[src/rtl/noc_output_port_arbiter_if.sv]
// Handshake bundle between an output-port arbiter and its surroundings.
// The arbiter connects through the slave modport. Upstream and downstream
// logic (or a bench) connects through the master modport.
// Optional: NOC_ARB_STATS_EN adds the 16-bit completed-packet counter.
interface noc_output_port_arbiter_if #(
    parameter int Depth = 4
) ();
    localparam int CntWidth = $clog2(Depth + 1);

    logic [4:0]          req;
    logic [4:0]          head;
    logic [4:0]          tail;
    logic                credit;
    logic [4:0]          grant;
    logic [2:0]          sel;
    logic                fwd;
    logic [CntWidth-1:0] credits;
    logic                locked;
`ifdef NOC_ARB_STATS_EN
    logic [15:0]         pkt_count;
`endif

    modport master (
        output req, head, tail, credit,
`ifdef NOC_ARB_STATS_EN
        input  pkt_count,
`endif
        input  grant, sel, fwd, credits, locked
    );

    modport slave (
        input  req, head, tail, credit,
`ifdef NOC_ARB_STATS_EN
        output pkt_count,
`endif
        output grant, sel, fwd, credits, locked
    );
endinterface

[src/rtl/noc_output_port_arbiter.sv]
// Wormhole round-robin arbiter for one router output port.
// Inputs are numbered N=0, S=1, W=2, E=3, Local=4.
// A grant holds from the head flit to the tail flit. A downstream credit
// counter gates every forward. The grant is combinational, so the flit moves
// in the same cycle. State, pointer and credits update on the next edge.
// Optional: NOC_ARB_STATS_EN adds the pkt_count register and port.
module noc_output_port_arbiter #(
    parameter logic [4:0] PortEnable = 5'b11111,
    parameter int         Depth      = 4
) (
    input logic                       clk,
    input logic                       rst,
    noc_output_port_arbiter_if.slave  port
);
    localparam int CntWidth = $clog2(Depth + 1);
    localparam logic [CntWidth-1:0] FullCredits = CntWidth'(Depth);

    typedef enum logic [2:0] {
        kNorthPort = 3'd0,
        kSouthPort = 3'd1,
        kWestPort  = 3'd2,
        kEastPort  = 3'd3,
        kLocalPort = 3'd4
    } noc_port_t;

    typedef enum logic {
        IDLE   = 1'b0,
        LOCKED = 1'b1
    } state_t;

    state_t              state_reg, state_next;
    logic [2:0]          owner_reg, owner_next;
    logic [2:0]          rr_ptr_reg, rr_ptr_next;
    logic [CntWidth-1:0] credits_reg, credits_next;

    logic [4:0] cand;
    logic [4:0] grant;
    logic [2:0] sel;
    logic [2:0] winner;
    logic       winner_found;
    logic       avail;
    logic       fwd;
    logic       pkt_done;

    // (base + off) mod 5 for base, off in 0..4
    function automatic logic [2:0] wrap5(input logic [2:0] base, input logic [2:0] off);
        logic [3:0] s;
        s = {1'b0, base} + {1'b0, off};
        if (s >= 4'd5) begin
            s = s - 4'd5;
        end
        return s[2:0];
    endfunction

    // Arbitration candidates: head flits from enabled inputs only
    for (genvar gi = 0; gi < 5; gi++) begin : g_cand
        assign cand[gi] = port.req[gi] & port.head[gi] & PortEnable[gi];
    end

    assign avail = (credits_reg != '0);

    // Round-robin search: the first candidate at or after rr_ptr wins.
    // Walk the offsets from largest to smallest so the smallest offset is kept.
    always_comb begin
        winner       = kNorthPort;
        winner_found = 1'b0;
        for (int k = 4; k >= 0; k--) begin
            if (cand[wrap5(rr_ptr_reg, 3'(k))]) begin
                winner       = wrap5(rr_ptr_reg, 3'(k));
                winner_found = 1'b1;
            end
        end
    end

    // Next-state, grant and select logic; reset forces every output idle
    always_comb begin
        state_next  = state_reg;
        owner_next  = owner_reg;
        rr_ptr_next = rr_ptr_reg;
        grant       = '0;
        sel         = kNorthPort;
        pkt_done    = 1'b0;
        if (!rst) begin
            case (state_reg)
                IDLE: begin
                    if (winner_found && avail) begin
                        grant[winner] = 1'b1;
                        sel           = winner;
                        if (port.tail[winner]) begin
                            rr_ptr_next = wrap5(winner, 3'd1);
                            pkt_done    = 1'b1;
                        end else begin
                            state_next = LOCKED;
                            owner_next = winner;
                        end
                    end
                end
                LOCKED: begin
                    // Only the owner may move; a gap in its request keeps the lock
                    if (port.req[owner_reg] && avail) begin
                        grant[owner_reg] = 1'b1;
                        sel              = owner_reg;
                        if (port.tail[owner_reg]) begin
                            state_next  = IDLE;
                            rr_ptr_next = wrap5(owner_reg, 3'd1);
                            pkt_done    = 1'b1;
                        end
                    end
                end
                default: state_next = IDLE;
            endcase
        end
    end

    assign fwd = |grant;

    // Credit counter: a forward spends one credit, a return refunds one, saturating at Depth
    always_comb begin
        credits_next = credits_reg;
        case ({fwd, port.credit})
            2'b10:   credits_next = credits_reg - 1'b1;
            2'b01:   credits_next = (credits_reg == FullCredits) ? credits_reg : credits_reg + 1'b1;
            default: credits_next = credits_reg;
        endcase
    end

    // State, owner, pointer and credit registers
    always_ff @(posedge clk) begin
        if (rst) begin
            state_reg   <= IDLE;
            owner_reg   <= kNorthPort;
            rr_ptr_reg  <= 3'd0;
            credits_reg <= FullCredits;
        end else begin
            state_reg   <= state_next;
            owner_reg   <= owner_next;
            rr_ptr_reg  <= rr_ptr_next;
            credits_reg <= credits_next;
        end
    end

`ifdef NOC_ARB_STATS_EN
    logic [15:0] pkt_count_reg;

    // Completed-packet counter; wraps at 16 bits
    always_ff @(posedge clk) begin
        if (rst) begin
            pkt_count_reg <= 16'd0;
        end else if (pkt_done) begin
            pkt_count_reg <= pkt_count_reg + 16'd1;
        end
    end

    assign port.pkt_count = pkt_count_reg;
`else
    logic unused_pkt_done;
    assign unused_pkt_done = pkt_done;
`endif

    assign port.grant   = grant;
    assign port.sel     = sel;
    assign port.fwd     = fwd;
    assign port.credits = credits_reg;
    assign port.locked  = !rst && (state_reg == LOCKED);

    // Protocol checks: credit overflow and non-head requests while idle
    always @(posedge clk) begin
        if (!rst) begin
            assert (!(port.credit && !fwd && credits_reg == FullCredits))
                else $warning("credit returned while counter already at Depth");
            assert (!(state_reg == IDLE && |(port.req & ~port.head & PortEnable)))
                else $warning("non-head request while idle");
        end
    end
endmodule
[src/flat_wrapper.sv]
// flat-port wrapper written by rule: the top's interface ports become plain ports
module noc_output_port_arbiter_flat 
#(
    parameter logic [4:0] PortEnable = 5'b11111,
    parameter int         Depth      = 4
)
  (clk, rst, port_req, port_head, port_tail, port_credit, port_grant, port_sel, port_fwd, port_credits, port_locked);
  noc_output_port_arbiter_if #(.Depth(Depth)) port_i ();
  input logic clk;
  input logic rst;
  input wire logic [$bits(port_i.req)-1:0] port_req;
  input wire logic [$bits(port_i.head)-1:0] port_head;
  input wire logic [$bits(port_i.tail)-1:0] port_tail;
  input wire logic [$bits(port_i.credit)-1:0] port_credit;
  output wire logic [$bits(port_i.grant)-1:0] port_grant;
  output wire logic [$bits(port_i.sel)-1:0] port_sel;
  output wire logic [$bits(port_i.fwd)-1:0] port_fwd;
  output wire logic [$bits(port_i.credits)-1:0] port_credits;
  output wire logic [$bits(port_i.locked)-1:0] port_locked;
  assign port_i.req = port_req;
  assign port_i.head = port_head;
  assign port_i.tail = port_tail;
  assign port_i.credit = port_credit;
  assign port_grant = port_i.grant;
  assign port_sel = port_i.sel;
  assign port_fwd = port_i.fwd;
  assign port_credits = port_i.credits;
  assign port_locked = port_i.locked;
  noc_output_port_arbiter #(.PortEnable(PortEnable), .Depth(Depth)) u_core (.clk(clk), .rst(rst), .port(port_i));
endmodule
[config.mk]
export PLATFORM = sky130hd
export DESIGN_NAME = noc_output_port_arbiter_flat
export DESIGN_NICKNAME = d
export VERILOG_FILES = /design/src/rtl/noc_output_port_arbiter_if.sv /design/src/rtl/noc_output_port_arbiter.sv /design/src/flat_wrapper.sv
export SDC_FILE = /design/constraint.sdc
export NUM_CORES = 1
export LEC_CHECK = 0
export BUFFER_PORTS_ARGS = -buffer_cell sky130_fd_sc_hd__buf_2
export CORE_ASPECT_RATIO = 1.2
export CORE_UTILIZATION = 35
export DETAILED_ROUTE_END_ITERATION = 16
export GPL_TIMING_DRIVEN = 0
export SLEW_MARGIN = 20
export SYNTH_ARGS = -nofsm -noshare
export SYNTH_HDL_FRONTEND = slang
export SYNTH_SLANG_ARGS = --single-unit
[constraint.sdc]
create_clock -name clk -period 5.38 [get_ports clk]
set_input_delay 1.076 -clock clk [delete_from_list [all_inputs] [get_ports clk]]
set_output_delay 1.076 -clock clk [all_outputs]
set_load 0.005 [all_outputs]
==> parameters.txt <==
Parameter                              Value

Critical path
  Required arrival time at the worst endpoint ... 4.30 ns
  Arrival time worst endpoint ... 4.12 ns
  Setup crit end kind ... primary output
  Kind of start point of the critical path ... flop
  CP Max Fanout ... 9
  Kind of critical path ... reg -> out

Synthesis
  Number of flip-flops and latches in the synthesized netlist ... 10
  Yosys Warn Count ... 0
  Number of nets produced by synthesis ... 315
  Cell accounting for the most synthesized area ... sky130_fd_sc_hd__dfxtp_1
  Dominant synthesized flop cell ... sky130_fd_sc_hd__dfxtp_1
  EDFF count, synth ... 0
  Post-synthesis cell count ... 282
  Post-Synthesis Cell Area ... 2116 um^2
  Mean cell area of the mapped netlist ... 7.503 um^2
  Number of library cell types mapped by synthesis ... 70
  Area share of the largest cell type after synthesis ... 9.462%
  Biggest area contributors in the synthesized netlist ... sky130_fd_sc_hd__dfxtp_1 (9.5%), sky130_fd_sc_hd__ha_1 (7.7%), sky130_fd_sc_hd__nor2_1 (5.5%)
  FFs w/ async S/R, synth ... 0%
  Register area share after synthesis ... 9.462%

Route
  Via-to-Cell Ratio ... 5.736
  Post-route DRC ... 0
  Initial DRC count ... 172
  Detailed-route wire length per cell ... 15.49 um
  DRT antenna net count ... 0
  Routed via count ... 2260
  TritonRoute pass-1 iters ... 4
  Wirelength, routed ... 6105 um

Clock tree
  Clock-pin slew on the worst setup and hold paths ... 0.05 ns
  Clock tree from TritonCTS ... built
  Post-CTS Repair Setup Buffers ... 0
  Maximum clock insertion buffer count ... 2
  Cell at the root of the clock tree ... sky130_fd_sc_hd__clkbuf_8
  CTS buffer count ... 3
  CTS Hold Buffers Added ... 0
  H-tree depth ... 1
  Sinks on Clock Net ... 10
  Insertion delay to the later sink of the worst-skew pair ... 0.25 ns

Final layout
  Layout Utilization ... 42.72%
  Combined area of the multi-input logic cells ... 1836 um^2
  Non-filler instance count after layout ... 394
  Count of filler cells inserted in the layout ... 605
  Number of nets in the final layout ... 348
  Leading cell type in the layout, fill and taps excluded ... sky130_fd_sc_hd__buf_2
  Design area ... 2454 um^2
  Sequential Area ... 200.2 um^2
  Top library cells by usage in the layout, fill and taps aside ... sky130_fd_sc_hd__buf_2 (32), sky130_fd_sc_hd__nor2_1 (31), sky130_fd_sc_hd__nand2_1 (26), sky130_fd_sc_hd__nor3_1 (16), sky130_fd_sc_hd__inv_1 (14)
  Diode insertion count for antenna repair ... 0
  Share of layout cells above drive strength 1 ... 22.29%
  Synthesis-to-layout area growth ... 15.97%

Pwr
  Total power after layout ... 1.570 mW
  Switching Share ... 53.81%
  Internal power ... 725.1 uW
  Power share of the sequential group ... 8.2%
  Worst vdd rail ir drop ... 307.9 uV
  Power per Cell Area ... 639.8 nW/um^2
  Portion of total power attributed to combinational logic ... 85.4%
  Net switching power ... 844.6 uW
  Leak Pwr ... 1.050 nW
  Clock network fraction of total power ... 6.4%

Global routing
  Wire length of the first global-routing pass ... 9998 um
  Initial antenna violation count ... 0
  GRT Util Overall ... 20.30%
  Maximum number of pins on one net before global-route repair ... 12
  Remaining Overflow, GRT ... 0
  Via count of the first global-routing pass ... 2120

Die
  Horiz. Die Dim ... 72.98 um
  Die boundary height ... 87.17 um
  Area enclosed by the die boundary ... 6361 um^2
  Cell Rows ... 30
  Initial core utilization ... 36.84%
  Top-level I/O count ... 31
  Area of the core ... 5743 um^2

Timing
  Finish-stage setup viols ... 0
  Post-layout min period ... 5.195 ns
  Final Hold Viols ... 0
  Transition time of the tightest slew-check pin ... 0.6184 ns
  Setup skew after layout ... 0.002742 ns
  Share of the cycle needed by the critical path after routing ... 96.56%
  Headroom to the max-slew limit ... 58.41%
  Post-layout worst setup margin ... 0.1850 ns
  Number of pins exceeding their max-slew limit in the final report ... 0
  Unrepaired setup endpoints after global routing ... true
  Max Clock Freq ... 192.5 MHz

Placement
  RD Place Congestion ... 0.8941
  DP Worst Slack ... -0.09404 ns
  Total of buffers placed on input and output ports ... 28
  Final HPWL from detailed placement ... 4869 um
  DP Area ... 2356 um^2
  Instance count after placement with tap cells included ... 390

Min path
  Hold crit path type ... reg -> reg

Flow run
  Number of maximum-capacitance violations ... 0

Outcome
  Result of the run ... finished clean
-- layer usage --
layer  up-vias  track usage [%]  wire [um]
li1       1125                -          -
met1      1048            24.35       2606
met2        72            36.96       3015
met3        15            1.157        308
met4         0            8.734        174
met5         -                0          0
-- final timing paths --
check	start	to	slack, ns	cells past startpoint
worst max-delay path	u_core.rr_ptr_reg[1]$_SDFFE_PP0P_	port_fwd	0.19	14
worst max register to register	u_core.rr_ptr_reg[1]$_SDFFE_PP0P_	u_core.port.credits[2]$_SDFFE_PP1P_	0.67	16
worst min-delay path	u_core.owner_reg[1]$_SDFFE_PP0P_	u_core.owner_reg[1]$_SDFFE_PP0P_	0.58	2
worst min register to register	u_core.owner_reg[1]$_SDFFE_PP0P_	u_core.owner_reg[1]$_SDFFE_PP0P_	0.58	2
-- final cells by class --
class	count	share of cell area, %
Clock buffer	4	2.244
Tap cell	80	4.080
Sequential cell	10	8.159
Inverter	16	2.550
Timing Repair Buffer	28	5.711
Buffer	12	2.448
Multi-Input combinational cell	244	74.81
-- synth_stat cells (all sizes together), types with 2 or more instances --
master,count
a211o,2
a211oi,9
a21boi,3
a21o,5
a21oi,12
a22o,2
a31oi,7
and3,2
buf,6
clkbuf,6
dfxtp,10
fa,2
ha,13
inv,16
mux2,5
mux2i,7
mux4,3
nand2,26
nand2b,5
nand3,10
nand3b,3
nand4,2
nor2,31
nor2b,7
nor3,17
nor3b,2
nor4,5
nor4b,3
o2111ai,4
o211a,2
o211ai,3
o21a,3
o21ai,14
o21bai,2
o22ai,3
o2bb2ai,3
o31ai,2
or2,2
or3,2
xnor2,7
-- cell families (layout without fill, tap and decap cells) --
family | count (synthesis) | after routing | share of synthesized area [%]
AO/OA/AOI/OAI | 85 | 85 | 31.82
XOR/XNOR | 7 | 7 | 2.898
adder cells (fa/ha/maj) | 15 | 15 | 9.580
buffers and inverters | 28 | 60 | 5.559
flip-flops | 10 | 10 | 9.462
multiplexers | 15 | 15 | 9.343
AND/OR/NAND/NOR | 122 | 122 | 31.34
-- critical path, stage by stage, from the launching register on --
cell and delay [ns]:
sky130_fd_sc_hd__dfxtp_1 0.42, sky130_fd_sc_hd__clkbuf_2 0.26, sky130_fd_sc_hd__inv_1 0.18, sky130_fd_sc_hd__ha_1 0.26, sky130_fd_sc_hd__ha_1 0.30, sky130_fd_sc_hd__o21ai_1 0.07, sky130_fd_sc_hd__a21boi_0 0.53, sky130_fd_sc_hd__o21ai_0 0.27
sky130_fd_sc_hd__a2111oi_4 0.49, sky130_fd_sc_hd__a31oi_4 0.19, sky130_fd_sc_hd__nor2b_4 0.19, sky130_fd_sc_hd__a22oi_4 0.28, sky130_fd_sc_hd__o211a_4 0.25, sky130_fd_sc_hd__inv_1 0.06, sky130_fd_sc_hd__buf_2 0.12
-- through the flow --
stage | hold WS, ns | setup TNS [ns]
after global routing | 0.6347 | -0.1058
final | 0.5835 | 0
after global placement | 0.5733 | -0.07523
after floorplan | 0.5374 | 0
after detailed placement | 0.5736 | -0.09404
after CTS | 0.5807 | 0
-- power by group through the flow --
stage	sequential (mW)	combinational (mW)	clock [mW]
final	0.129	1.34	0.100
after global routing	0.133	1.48	0.105
after CTS	0.129	1.32	0.100
after detailed placement	0.131	1.29	0
after global placement	0.130	1.28	0
after floorplan	0.124	1.02	0
-- what timing repair did --
| item | 4_1_cts | 5_1_grt |
|---|---|---|
| endpoints found under the setup margin | 5 | 7 |
| pin swaps | 0 | 2 |
| endpoints found under the hold margin | 0 | 0 |
| gates resized for setup | 4 | 6 |
No activity file was read; power rests on OpenSTA's default activity.
